File: src/rtl/matrix_pkg.sv
// Shared definitions for the determinant datapath: matrix geometry, loader
// state encoding, and the element bit-offset helper used by all consumers.
package matrix_pkg;

    localparam int N      = 5;
    localparam int DATA_W = 8;
    localparam int MAT_W  = N * N * DATA_W;

    typedef enum logic [1:0] {
        IDLE = 2'd0,
        LOAD = 2'd1,
        HOLD = 2'd2
    } loader_state_t;

    // Bit offset of element[i][j] inside the flat row-major matrix bus.
    function automatic logic [7:0] elem_lsb(input logic [2:0] i, input logic [2:0] j);
        int lsb;
        lsb = int'(i) * N * DATA_W + int'(j) * DATA_W;
        return lsb[7:0];
    endfunction

    // Restrict a requested dimension to the supported range 2..N.
    function automatic logic [2:0] clamp_size(input logic [2:0] s);
        logic [2:0] r;
        if (s < 3'd2) begin
            r = 3'd2;
        end else if (s > 3'(N)) begin
            r = 3'(N);
        end else begin
            r = s;
        end
        return r;
    endfunction

endpackage

File: src/rtl/matrix_index_counter.sv
// Row/column walker over an active size x size block; wraps the column at
// size-1 and flags the final element of the block.
module matrix_index_counter
    import matrix_pkg::*;
(
    input  logic       clk,
    input  logic       rst_n,
    input  logic       clear,
    input  logic       inc,
    input  logic [2:0] size,
    output logic [2:0] row,
    output logic [2:0] col,
    output logic       last
);

    logic [2:0] row_r;
    logic [2:0] col_r;
    logic [2:0] size_m1_s;

    assign size_m1_s = size - 3'd1;

    // Advance column on each increment, carrying into the row at the wrap point.
    always_ff @(posedge clk) begin
        if (!rst_n) begin
            row_r <= 3'd0;
            col_r <= 3'd0;
        end else if (clear) begin
            row_r <= 3'd0;
            col_r <= 3'd0;
        end else if (inc) begin
            if (col_r == size_m1_s) begin
                col_r <= 3'd0;
                row_r <= row_r + 3'd1;
            end else begin
                col_r <= col_r + 3'd1;
            end
        end
    end

    assign row  = row_r;
    assign col  = col_r;
    assign last = (row_r == size_m1_s) && (col_r == size_m1_s);

endmodule

File: src/rtl/matrix_loader.sv
// Streams row-major bytes into the packed matrix bus and holds the result
// until consumed. Optional abort input enabled by MATRIX_LOADER_ABORT_EN.
module matrix_loader
    import matrix_pkg::*;
(
    input  logic              clk,
    input  logic              rst_n,
    input  logic              start,
    input  logic [2:0]        size,
    input  logic [DATA_W-1:0] in_data,
    input  logic              in_valid,
    output logic              in_ready,
    output logic [MAT_W-1:0]  matrix_a,
    output logic              out_valid,
    input  logic              out_ready,
`ifdef MATRIX_LOADER_ABORT_EN
    input  logic              abort,
`endif
    output logic              busy
);

    loader_state_t     state_r;
    logic [MAT_W-1:0]  matrix_r;
    logic [2:0]        size_r;
    logic              in_ready_r;
    logic              out_valid_r;
    logic              busy_r;

    logic              abort_s;
    logic              beat_s;
    logic              clear_s;
    logic [2:0]        row_s;
    logic [2:0]        col_s;
    logic              last_s;

`ifdef MATRIX_LOADER_ABORT_EN
    assign abort_s = abort;
`else
    assign abort_s = 1'b0;
`endif

    // in_ready_r is high only in LOAD, so it doubles as the state qualifier.
    assign beat_s  = in_valid & in_ready_r & ~abort_s;
    assign clear_s = (state_r == IDLE) & start;

    matrix_index_counter u_index (
        .clk   (clk),
        .rst_n (rst_n),
        .clear (clear_s),
        .inc   (beat_s),
        .size  (size_r),
        .row   (row_s),
        .col   (col_s),
        .last  (last_s)
    );

    // Loader FSM with registered handshake outputs and matrix storage.
    always_ff @(posedge clk) begin
        if (!rst_n) begin
            state_r     <= IDLE;
            matrix_r    <= '0;
            size_r      <= 3'd2;
            in_ready_r  <= 1'b0;
            out_valid_r <= 1'b0;
            busy_r      <= 1'b0;
        end else begin
            case (state_r)
                IDLE: begin
                    if (start) begin
                        state_r    <= LOAD;
                        size_r     <= clamp_size(size);
                        matrix_r   <= '0;
                        in_ready_r <= 1'b1;
                        busy_r     <= 1'b1;
                    end
                end
                LOAD: begin
                    if (abort_s) begin
                        state_r    <= IDLE;
                        matrix_r   <= '0;
                        in_ready_r <= 1'b0;
                        busy_r     <= 1'b0;
                    end else if (beat_s) begin
                        matrix_r[elem_lsb(row_s, col_s) +: DATA_W] <= in_data;
                        if (last_s) begin
                            state_r     <= HOLD;
                            in_ready_r  <= 1'b0;
                            out_valid_r <= 1'b1;
                        end
                    end
                end
                HOLD: begin
                    if (abort_s) begin
                        state_r     <= IDLE;
                        matrix_r    <= '0;
                        out_valid_r <= 1'b0;
                        busy_r      <= 1'b0;
                    end else if (out_ready) begin
                        state_r     <= IDLE;
                        out_valid_r <= 1'b0;
                        busy_r      <= 1'b0;
                    end
                end
                default: begin
                    state_r     <= IDLE;
                    in_ready_r  <= 1'b0;
                    out_valid_r <= 1'b0;
                    busy_r      <= 1'b0;
                end
            endcase
        end
    end

    assign in_ready  = in_ready_r;
    assign out_valid = out_valid_r;
    assign busy      = busy_r;
    assign matrix_a  = matrix_r;

endmodule
File: config.mk
export PLATFORM = sky130hd
export DESIGN_NAME = matrix_loader
export DESIGN_NICKNAME = d
export VERILOG_FILES = /design/src/rtl/matrix_pkg.sv /design/src/rtl/matrix_index_counter.sv /design/src/rtl/matrix_loader.sv
export SDC_FILE = /design/constraint.sdc
export NUM_CORES = 1
export LEC_CHECK = 0
export CAP_MARGIN = 15
export CORE_ASPECT_RATIO = 1.2
export CORE_MARGIN = 3
export CORE_UTILIZATION = 40
export DETAILED_ROUTE_END_ITERATION = 16
export PLACE_DENSITY_LB_ADDON = 0.25
export SLEW_MARGIN = 25
export SYNTH_ARGS = -nofsm -noshare
export SYNTH_HDL_FRONTEND = slang
export SYNTH_HIERARCHICAL = 1
export SYNTH_SLANG_ARGS = --single-unit
File: constraint.sdc
create_clock -name clk -period 3.41 [get_ports clk]
set_clock_uncertainty 0.05 [all_clocks]
set_input_delay 0.8525 -clock clk [delete_from_list [all_inputs] [get_ports clk]]
set_output_delay 0.8525 -clock clk [all_outputs]
set_load 0.02 [all_outputs]
* Word level (Yosys, flattened, before mapping)
Index checks and enable logic that the tools add are counted.
Storage, ports and cells: output and inout bits 203, bits of input ports 16, flip-flop bits (word level) 214
Operators by class: reduce and logical (&&, ||, !) cells 11, magnitude comparators 2, equal/unequal tests 8, add/subtract/negate cells 5, $mul 1, multiplexer cells 21, shift operators 2, bitwise operators 6
Operator list (number):
- 200-bit two-way mux | 2
- 200-bit one-hot mux with 2 select lines | 1
- 200-bit bitwise mux | 1
- 8-bit by 10-bit variable shift with 200-bit output (first input constant) | 1
- 8-bit by 10-bit variable part select with 200-bit output | 1
- 4-bit AND reduction | 3
- 8-bit negator with 10-bit output | 1
- 3-bit two-way mux | 3
- 1-bit one-hot mux with 3 select lines | 3
- 8-bit by 6-bit adder with 8-bit output | 1
- 2-bit two-way mux | 4
- 2-bit != test (second input constant) | 4
- 3-bit by 1-bit adder with 3-bit output (second input constant) | 2
- 3-bit equality test | 2
- 1-bit two-way mux | 6
- 2-bit one-hot mux with 3 select lines | 1
- 3-bit AND reduction | 2
- 3-bit by 3-bit multiplier with 5-bit output (second input constant) | 1
- 1-bit NOT | 4
- 2-bit AND reduction | 2
- 3-bit > comparator (second input constant) | 1
- 3-bit by 2-bit < comparator with 1-bit output (second input constant) | 1
- 3-bit by 1-bit subtractor with 3-bit output (second input constant) | 1
- 1-bit AND | 2
- 6 further kinds | 6

* Depth between registers and ports, before layout
Gate-level depths: netlist of run 1.
depth after elaboration 7, mapped depth 12

* Cells and area by module
The synthesis of run 1 kept the hierarchy.
Modules (own cells, without submodules):
- matrix_loader | area each 8328.0 um^2, cells each 849, instances 1
- matrix_index_counter | area each 412.9 um^2, cells each 42, instances 1

* Worst setup path after synthesis of run 1
OpenSTA, ideal clock, no wires.
path type flip-flop to flip-flop, start point register u_index.row_r[0], in the netlist u_index/row[0], end point register matrix_r[95], in the netlist matrix_a[95], period minus slack after synthesis 3.060 ns, cell stages (with the launch flop) 11, buffers on the path 0, data required time 3.239 ns, arrival time 2.888 ns, slack 0.350 ns, path through dfxtp_1 ha_1 fa_1 inv_1 ha_1 xnor3_1 nand2_1 a2111oi_0 o21ai_1 and2_0 o2bb2ai_1
On the way: cells in the longest elaborated chain, start to end 7, elaborated cells between the ends (all ways) 8
Ends and longest elaborated chain:
- start: declaration | line matrix_index_counter.sv:16 | logic [2:0] row_r;
- start signal: assignment | line matrix_index_counter.sv:33 | row_r <= row_r + 3'd1;
- 3-bit by 3-bit multiplier with 5-bit output * | line matrix_pkg.sv:18 | lsb = int'(i) * N * DATA_W + int'(j) * DATA_W;
- 8-bit by 6-bit adder with 8-bit output * | line matrix_pkg.sv:18
- 8-bit negator with 10-bit output * | line matrix_loader.sv:84 | matrix_r[elem_lsb(row_s, col_s) +: DATA_W] <= in_data;
- 8-bit by 10-bit variable part select with 200-bit output / 8-bit by 10-bit variable shift with 200-bit output (equally long branches) | line matrix_loader.sv:84
- 200-bit bitwise mux * | line matrix_loader.sv:84
- 200-bit two-way mux * | line matrix_loader.sv:83 | end else if (beat_s) begin
- 200-bit one-hot mux with 2 select lines * | line matrix_loader.sv:67 | case (state_r)
- end signal: indexed assignment | line matrix_loader.sv:84
- end: declaration | line matrix_loader.sv:23 | logic [MAT_W-1:0] matrix_r;
Every way passes the cells marked *; elsewhere a longest branch is shown, timed or not. The select of a mux whose other input is x is not followed. A chain may end at the register's enable or synchronous reset.

* Worst setup path in the final report of run 1
start point register u_index.row_r[0], in the netlist u_index/row[0], end point register matrix_r[35], in the netlist matrix_a[35]
The elaborated chain is that of the path after synthesis.

==> flow_summary.ini, run 1 <==
[pwr]
netSwitchingFraction_pct = 23.98
p_int_mw = 4.281
p_seq_share_pct = 44.7
netSwitchingPower_mw = 1.350
vdd_drop_max_mv = 0.3045
pwr-share-comb_pct = 8.6
clkPwrFrac_pct = 46.7
p_per_area_nw_per_um2 = 451.5
cellLeakagePower_nw = 4.430

[cts]
root_buffer = clkbuf_16
cts_buffers = 22
ctsHoldBuffers = 0
clk-insertion-delay-late_ns = 0.51
cts.htree.levels = 1
clock_path_buffers = 3
cts_tree = done
cts_sinks = 214
path_clk_slew_ns = 0.06

[yosys]
ys_warn_count = 6
syn_avg_cell_area_um2 = 9.810
yosys.area.top_type = dfxtp_1
ys_ff_latch = 214
async_flop_share_pct = 0
synth.net_count = 917
synth_seq_area_share_pct = 49.01
yosys-top-cells-count = dfxtp_1 (214), nand2_1 (80), a22o_1 (65)
netlist_area_um2 = 8741
ys_types = 81
yosys_most_used_dff = dfxtp_1
synthMostInstantiatedCell = dfxtp_1
ys_top_cells_by_area = dfxtp_1 (49%), a22o_1 (6.5%), a32o_1 (3.5%), nand2_1 (3.4%), o2bb2ai_1 (2.7%)
synth-edff-count = 0
netlist_instances = 891
synth_top_area_share_pct = 49.01

[worst_setup_path]
worstSetupEndpointType = flop
rrSetupSlack_ns = 0.12
startpoint_type = flop
cp_max_fo = 8
cp_data_required_time_ns = 3.81
slowest_delay_ns = 0.51
crit_chain = ha_1 -> fa_1 -> xor2_2 -> nor3_4 -> buf_4 -> o32ai_4 -> or2_1 -> o311a_1 -> a22o_1
critPathKind = flop to flop
cp_data_arrival_time_ns = 3.69
slowest_stage = fa_1

[final_layout]
antennaDiodeCount = 0
syn_to_final_growth_pct = 42.70
layout-drive-gt1-share_pct = 13.93
nNetsFinal = 1181
final_area_um2 = 12470
fillers = 1851

[timing]
fmax_mhz = 303.9
maxSlewViolCount = 0
relSlewSlack_pct = 52.73
post-route-min-period_ns = 3.291
tightest_slew_ns = 0.7043
fin_tns_setup_ns = 0
hold_viol = 0
setup_viol = 0
fin_crit_sh_pct = 96.50
fin_hold_ws_ns = 0.4091

[drt]
drt_pass1_iterations = 7
viasPerCell = 5.785
ant_nets = 0
vias = 8330
post_drt_wl_per_cell_um = 21.44
wirelength_um = 30870
drc = 0
drtIter0Drc = 644

[floorplanning]
start_util_pct = 41.25
fp.dieH_um = 167.9
die_area_um2 = 23670
rows = 58
die_x_um = 140.9
core_area_um2 = 21190
num_io_pins = 219

[run]
drv_cap = 0

[run_status]
status = complete, no violations

[placed_design]
dp_hpwl_um = 22500
place_congestion = 0.9747
post_dp_cell_area_um2 = 11600
portBuffers = 218

[global_routing]
overflow = 0
first_global_vias = 8265
track_usage_pct = 25.07
grt_pass1_wl_um = 47750
grt_max_degree = 58
antenna_found_initial = 0

[worst_hold_path]
hp-class = flop to flop
[per-layer routing]
metal | GRT usage (%) | part of all wire, %
met1 | 32.55 | 41
met2 | 40.02 | 46
met3 | 5.568 | 7.5
met4 | 11.17 | 4.8
met5 | 0 | 0
[power groups by stage]
| stage | clock network, mW | logic, mW | registers, mW |
|---|---|---|---|
| 2_1_floorplan | 0 | 0.267 | 2.57 |
| 3_3_place_gp | 0 | 0.464 | 2.57 |
| 3_5_place_dp | 0 | 0.465 | 2.57 |
| 4_1_cts | 2.67 | 0.469 | 2.52 |
| 5_1_grt | 2.76 | 0.517 | 2.52 |
| 6_report | 2.63 | 0.484 | 2.52 |
[cell usage in the layout, fill, tap and decap left out, types with 3 or more instances in the layout]
cell type        count
a21bo_2              5
a21boi_0            25
a21oi_1             42
a21oi_2              7
a22o_1              65
a31o_2               3
a32o_1              31
and2_1               8
buf_4               75
bufinv_16            4
clkbuf_16           23
clkbuf_8             4
clkdlybuf4s50_1    217
clkinv_2             3
dfxtp_1            213
ha_1                 7
inv_1               12
nand2_1             80
nand2b_1            10
nand3_1             34
nand3b_1             3
nand4_1              4
nor2_1              43
nor2_2               4
nor2b_1              7
nor3_1              36
nor3_2               4
o211ai_1             4
o21a_1              31
o21ai_0             24
o21ai_1              4
o221ai_1             5
o22ai_1             22
o2bb2ai_1           27
o32ai_1              4
xnor2_1              3
xor2_1               6
[sequential cells by signal, summed over array words and instances, names as in the netlist]
name and flops:
matrix_a 200, size_r 3, u_index/col 3, u_index/row 3, state_r 2, busy 1
in_ready 1, out_valid 1
[layout make-up]
cell class	count	area [um^2]	share of cell area, %
flip-flops and latches	214	4285	34.36
multi-input cells	612	4268	34.22
repair buffers	293	2740	21.97
well taps	270	337.8	2.708
clock inverters	10	158.9	1.274
inverters	12	45.04	0.3611
clock buffers	29	638.1	5.116
[stage by stage]
| step | cells | power, mW | utilization (%) | setup slack, ns |
|---|---|---|---|---|
| floorplan | 891 | 2.841 | - | 0.3505 |
| global placement | 1400 | 3.036 | 54.74 | 0.09262 |
| detailed placement | 1400 | 3.038 | 54.74 | 0.03792 |
| CTS | 1439 | 5.656 | 58.52 | 0.08000 |
| global route | 1440 | 5.796 | 58.86 | -0.002046 |
| finish | 1440 | 5.631 | 58.86 | 0.1193 |
[final timing paths]
path	from	endpoint	cells past startpoint
worst min register to register	matrix_a[30]$_SDFFE_PN0P_	matrix_a[30]$_SDFFE_PN0P_	2
worst max-delay path	u_index/row[0]$_SDFFE_PP0P_	matrix_a[35]$_SDFFE_PN0P_	9
worst min-delay path	matrix_a[30]$_SDFFE_PN0P_	matrix_a[30]$_SDFFE_PN0P_	2
worst max register to register	u_index/row[0]$_SDFFE_PP0P_	matrix_a[35]$_SDFFE_PN0P_	9
[cell families (layout without fill, tap and decap cells)]
group / Yosys count / after routing / share of synthesized area [%]
buffers and inverters: 65 / 344 / 3.034
DFF: 214 / 214 / 49.01
adders and majority gates: 10 / 10 / 1.517
AOI/OAI and AO/OA: 334 / 334 / 30.03
muxes: 1 / 1 / 0.1145
and+or+nand+nor: 252 / 252 / 14.04
xor gates and xnor gates: 15 / 15 / 2.247
[worst max-delay path, delay by kind of cell, from the launching register on]
family | cells | cell delay, ns
DFF | 1 | 0.36
buffers and inverters | 1 | 0.17
adders and majority gates | 2 | 0.78
AOI/OAI and AO/OA | 3 | 1.08
xor gates and xnor gates | 1 | 0.37
and+or+nand+nor | 2 | 0.41
[timing repair]
action                                  in CTS  in global routing
gates resized for setup                      1                 17
setup buffers                                0                  1
gates cloned                                 0                  0
endpoints found under the setup margin       1                132
pin swaps                                    0                  1
(Power assumes the default switching activity.)
==> run 2, diff against run 1 <==
--- a/config.mk
+++ b/config.mk
@@ -5,12 +5,13 @@
 export SDC_FILE = /design/constraint.sdc
 export NUM_CORES = 1
 export LEC_CHECK = 0
-export CAP_MARGIN = 15
+export CAP_MARGIN = 20
 export CORE_ASPECT_RATIO = 1.2
 export CORE_MARGIN = 3
-export CORE_UTILIZATION = 40
+export CORE_UTILIZATION = 39
 export DETAILED_ROUTE_END_ITERATION = 16
 export PLACE_DENSITY_LB_ADDON = 0.25
+export REMOVE_ABC_BUFFERS = 1
 export SLEW_MARGIN = 25
 export SYNTH_ARGS = -nofsm -noshare
 export SYNTH_HDL_FRONTEND = slang
==> flow_summary.ini, run 2 (synthesized netlist as in run 1, its figures left out) <==
[drt]
drt_pass1_iterations = 5
vias = 8279
drc = 0
post_drt_wl_per_cell_um = 21.47
wirelength_um = 31330
viasPerCell = 5.674
drtIter0Drc = 573
ant_nets = 0

[worst_setup_path]
cp_data_required_time_ns = 3.76
slowest_delay_ns = 0.41
cp_data_arrival_time_ns = 3.65
slowest_stage = fa_2
startpoint_type = flop
crit_chain = ha_1 -> fa_2 -> buf_4 -> xor2_2 -> nor3_4 -> buf_4 -> o311ai_2 -> or2_1 -> buf_12 -> o311a_1 -> a22o_1
critPathTopFamily = compound AO/OA/AOI/OAI gates
worstSetupEndpointType = flop
cp_common_cell = buf_4
path_buf_inv = 3
cp_max_fo = 25
critPathKind = flop to flop

[global_routing]
track_usage_pct = 24.64
grt_pass1_wl_um = 47330
grt_max_degree = 49
antenna_found_initial = 0
overflow = 0
first_global_vias = 8083

[pwr]
vdd_drop_max_mv = 0.2872
p_total_mw = 5.517
cellLeakagePower_nw = 4.473
p_per_area_nw_per_um2 = 440.0

[timing]
rsz0062_at_grt = no
final.setup.worst_slack_ns = 0.1111
maxSlewViolCount = 0
fin_crit_sh_pct = 96.74
fin_tns_setup_ns = 0
fmax_mhz = 303.1
tightest_slew_ns = 0.6928
fin_hold_ws_ns = 0.4135
post-route-min-period_ns = 3.299
setup_viol = 0
relSlewSlack_pct = 53.82
hold_viol = 0

[final_layout]
fin_cells = 1459
mostFrequentLayoutCells = clkdlybuf4s50_1 (217), dfxtp_1 (214), buf_4 (88)
fillers = 1914
largest_register_ff_count = 200
layout_commonest_cell = clkdlybuf4s50_1
syn_to_final_growth_pct = 43.46
layout-drive-gt1-share_pct = 14.94
antennaDiodeCount = 0
final_area_um2 = 12540
nNetsFinal = 1196
final_util_pct = 57.39

[placed_design]
post_dp_cell_area_um2 = 11720
place_congestion = 0.9628
numPlacedInstances = 1418
portBuffers = 218
dp_hpwl_um = 22860
pre_cts_ws_ns = 0.04101

[floorplanning]
die_area_um2 = 24250
rows = 59
die_x_um = 142.7
core_area_um2 = 21850
start_util_pct = 40.00
num_io_pins = 219
fp.dieH_um = 170.0

[run]
drv_cap = 0

[cts]
clock_path_buffers = 3
root_buffer = clkbuf_16
clk-insertion-delay-late_ns = 0.52
cts_buffers = 23
cts.htree.levels = 1
cts_tree = done
cts_sinks = 214
path_clk_slew_ns = 0.06

[worst_hold_path]
hp-class = flop to flop

[run_status]
status = complete, no violations
==> run 2: cell count changes in the layout (fill, tap and decap cells not counted), moves of 2 or more <==
cell | before | now
clkbuf_1 | 2 | 5
o31ai_2 | 0 | 2
buf_4 | 75 | 88
bufinv_16 | 4 | 2
clkinv_2 | 3 | 1
==> run 2: worst paths after layout <==
path	slack [ns]	from	end	cells after the start
setup / recovery	0.11	u_index/row[0]$_SDFFE_PP0P_	matrix_a[152]$_SDFFE_PN0P_	11
hold / removal	0.41	matrix_a[82]$_SDFFE_PN0P_	matrix_a[82]$_SDFFE_PN0P_	1
setup reg to reg	0.11	u_index/row[0]$_SDFFE_PP0P_	matrix_a[152]$_SDFFE_PN0P_	11
hold reg to reg	0.41	matrix_a[82]$_SDFFE_PN0P_	matrix_a[82]$_SDFFE_PN0P_	1
==> run 2: power by group <==
part	switching, mW	total (mW)	leakage [nW]	internal [mW]
logic	0.331	0.484	2.39	0.152
registers	0.00889	2.52	1.72	2.51
clock network	1.03	2.52	0.360	1.48
total	1.37	5.52	4.47	4.14
==> run 2: area by class of cell <==
type	instances	area, um^2	area share, %
sequential	214	4284	34.16
multi-input combinational	612	4255	33.94
timing repair buffer	307	2858	22.79
clock buffer	32	649.4	5.179
tap	274	342.8	2.734
clock inverter	8	105.1	0.8382
inverter	12	45.04	0.3592
==> run 2: layer usage <==
| metal | part of all wire [%] | up-vias | wire [um] | global-route usage, % |
|---|---|---|---|---|
| li1 | - | 3926 | - | - |
| met3 | 7.0 | 68 | 2194 | 5.621 |
| met2 | 48 | 318 | 15050 | 40.90 |
| met1 | 41 | 3967 | 13000 | 31.30 |
| met5 | 0 | - | 0 | 0 |
| met4 | 3.5 | 0 | 1086 | 9.095 |
==> run 2: timing repair <==
action / in CTS / in global routing
endpoints found under the setup margin: 0 / 95
buffers inserted: 0 / 1
hold buffers: 0 / 0
endpoints found under the hold margin: 0 / 0
resized for setup: 0 / 17
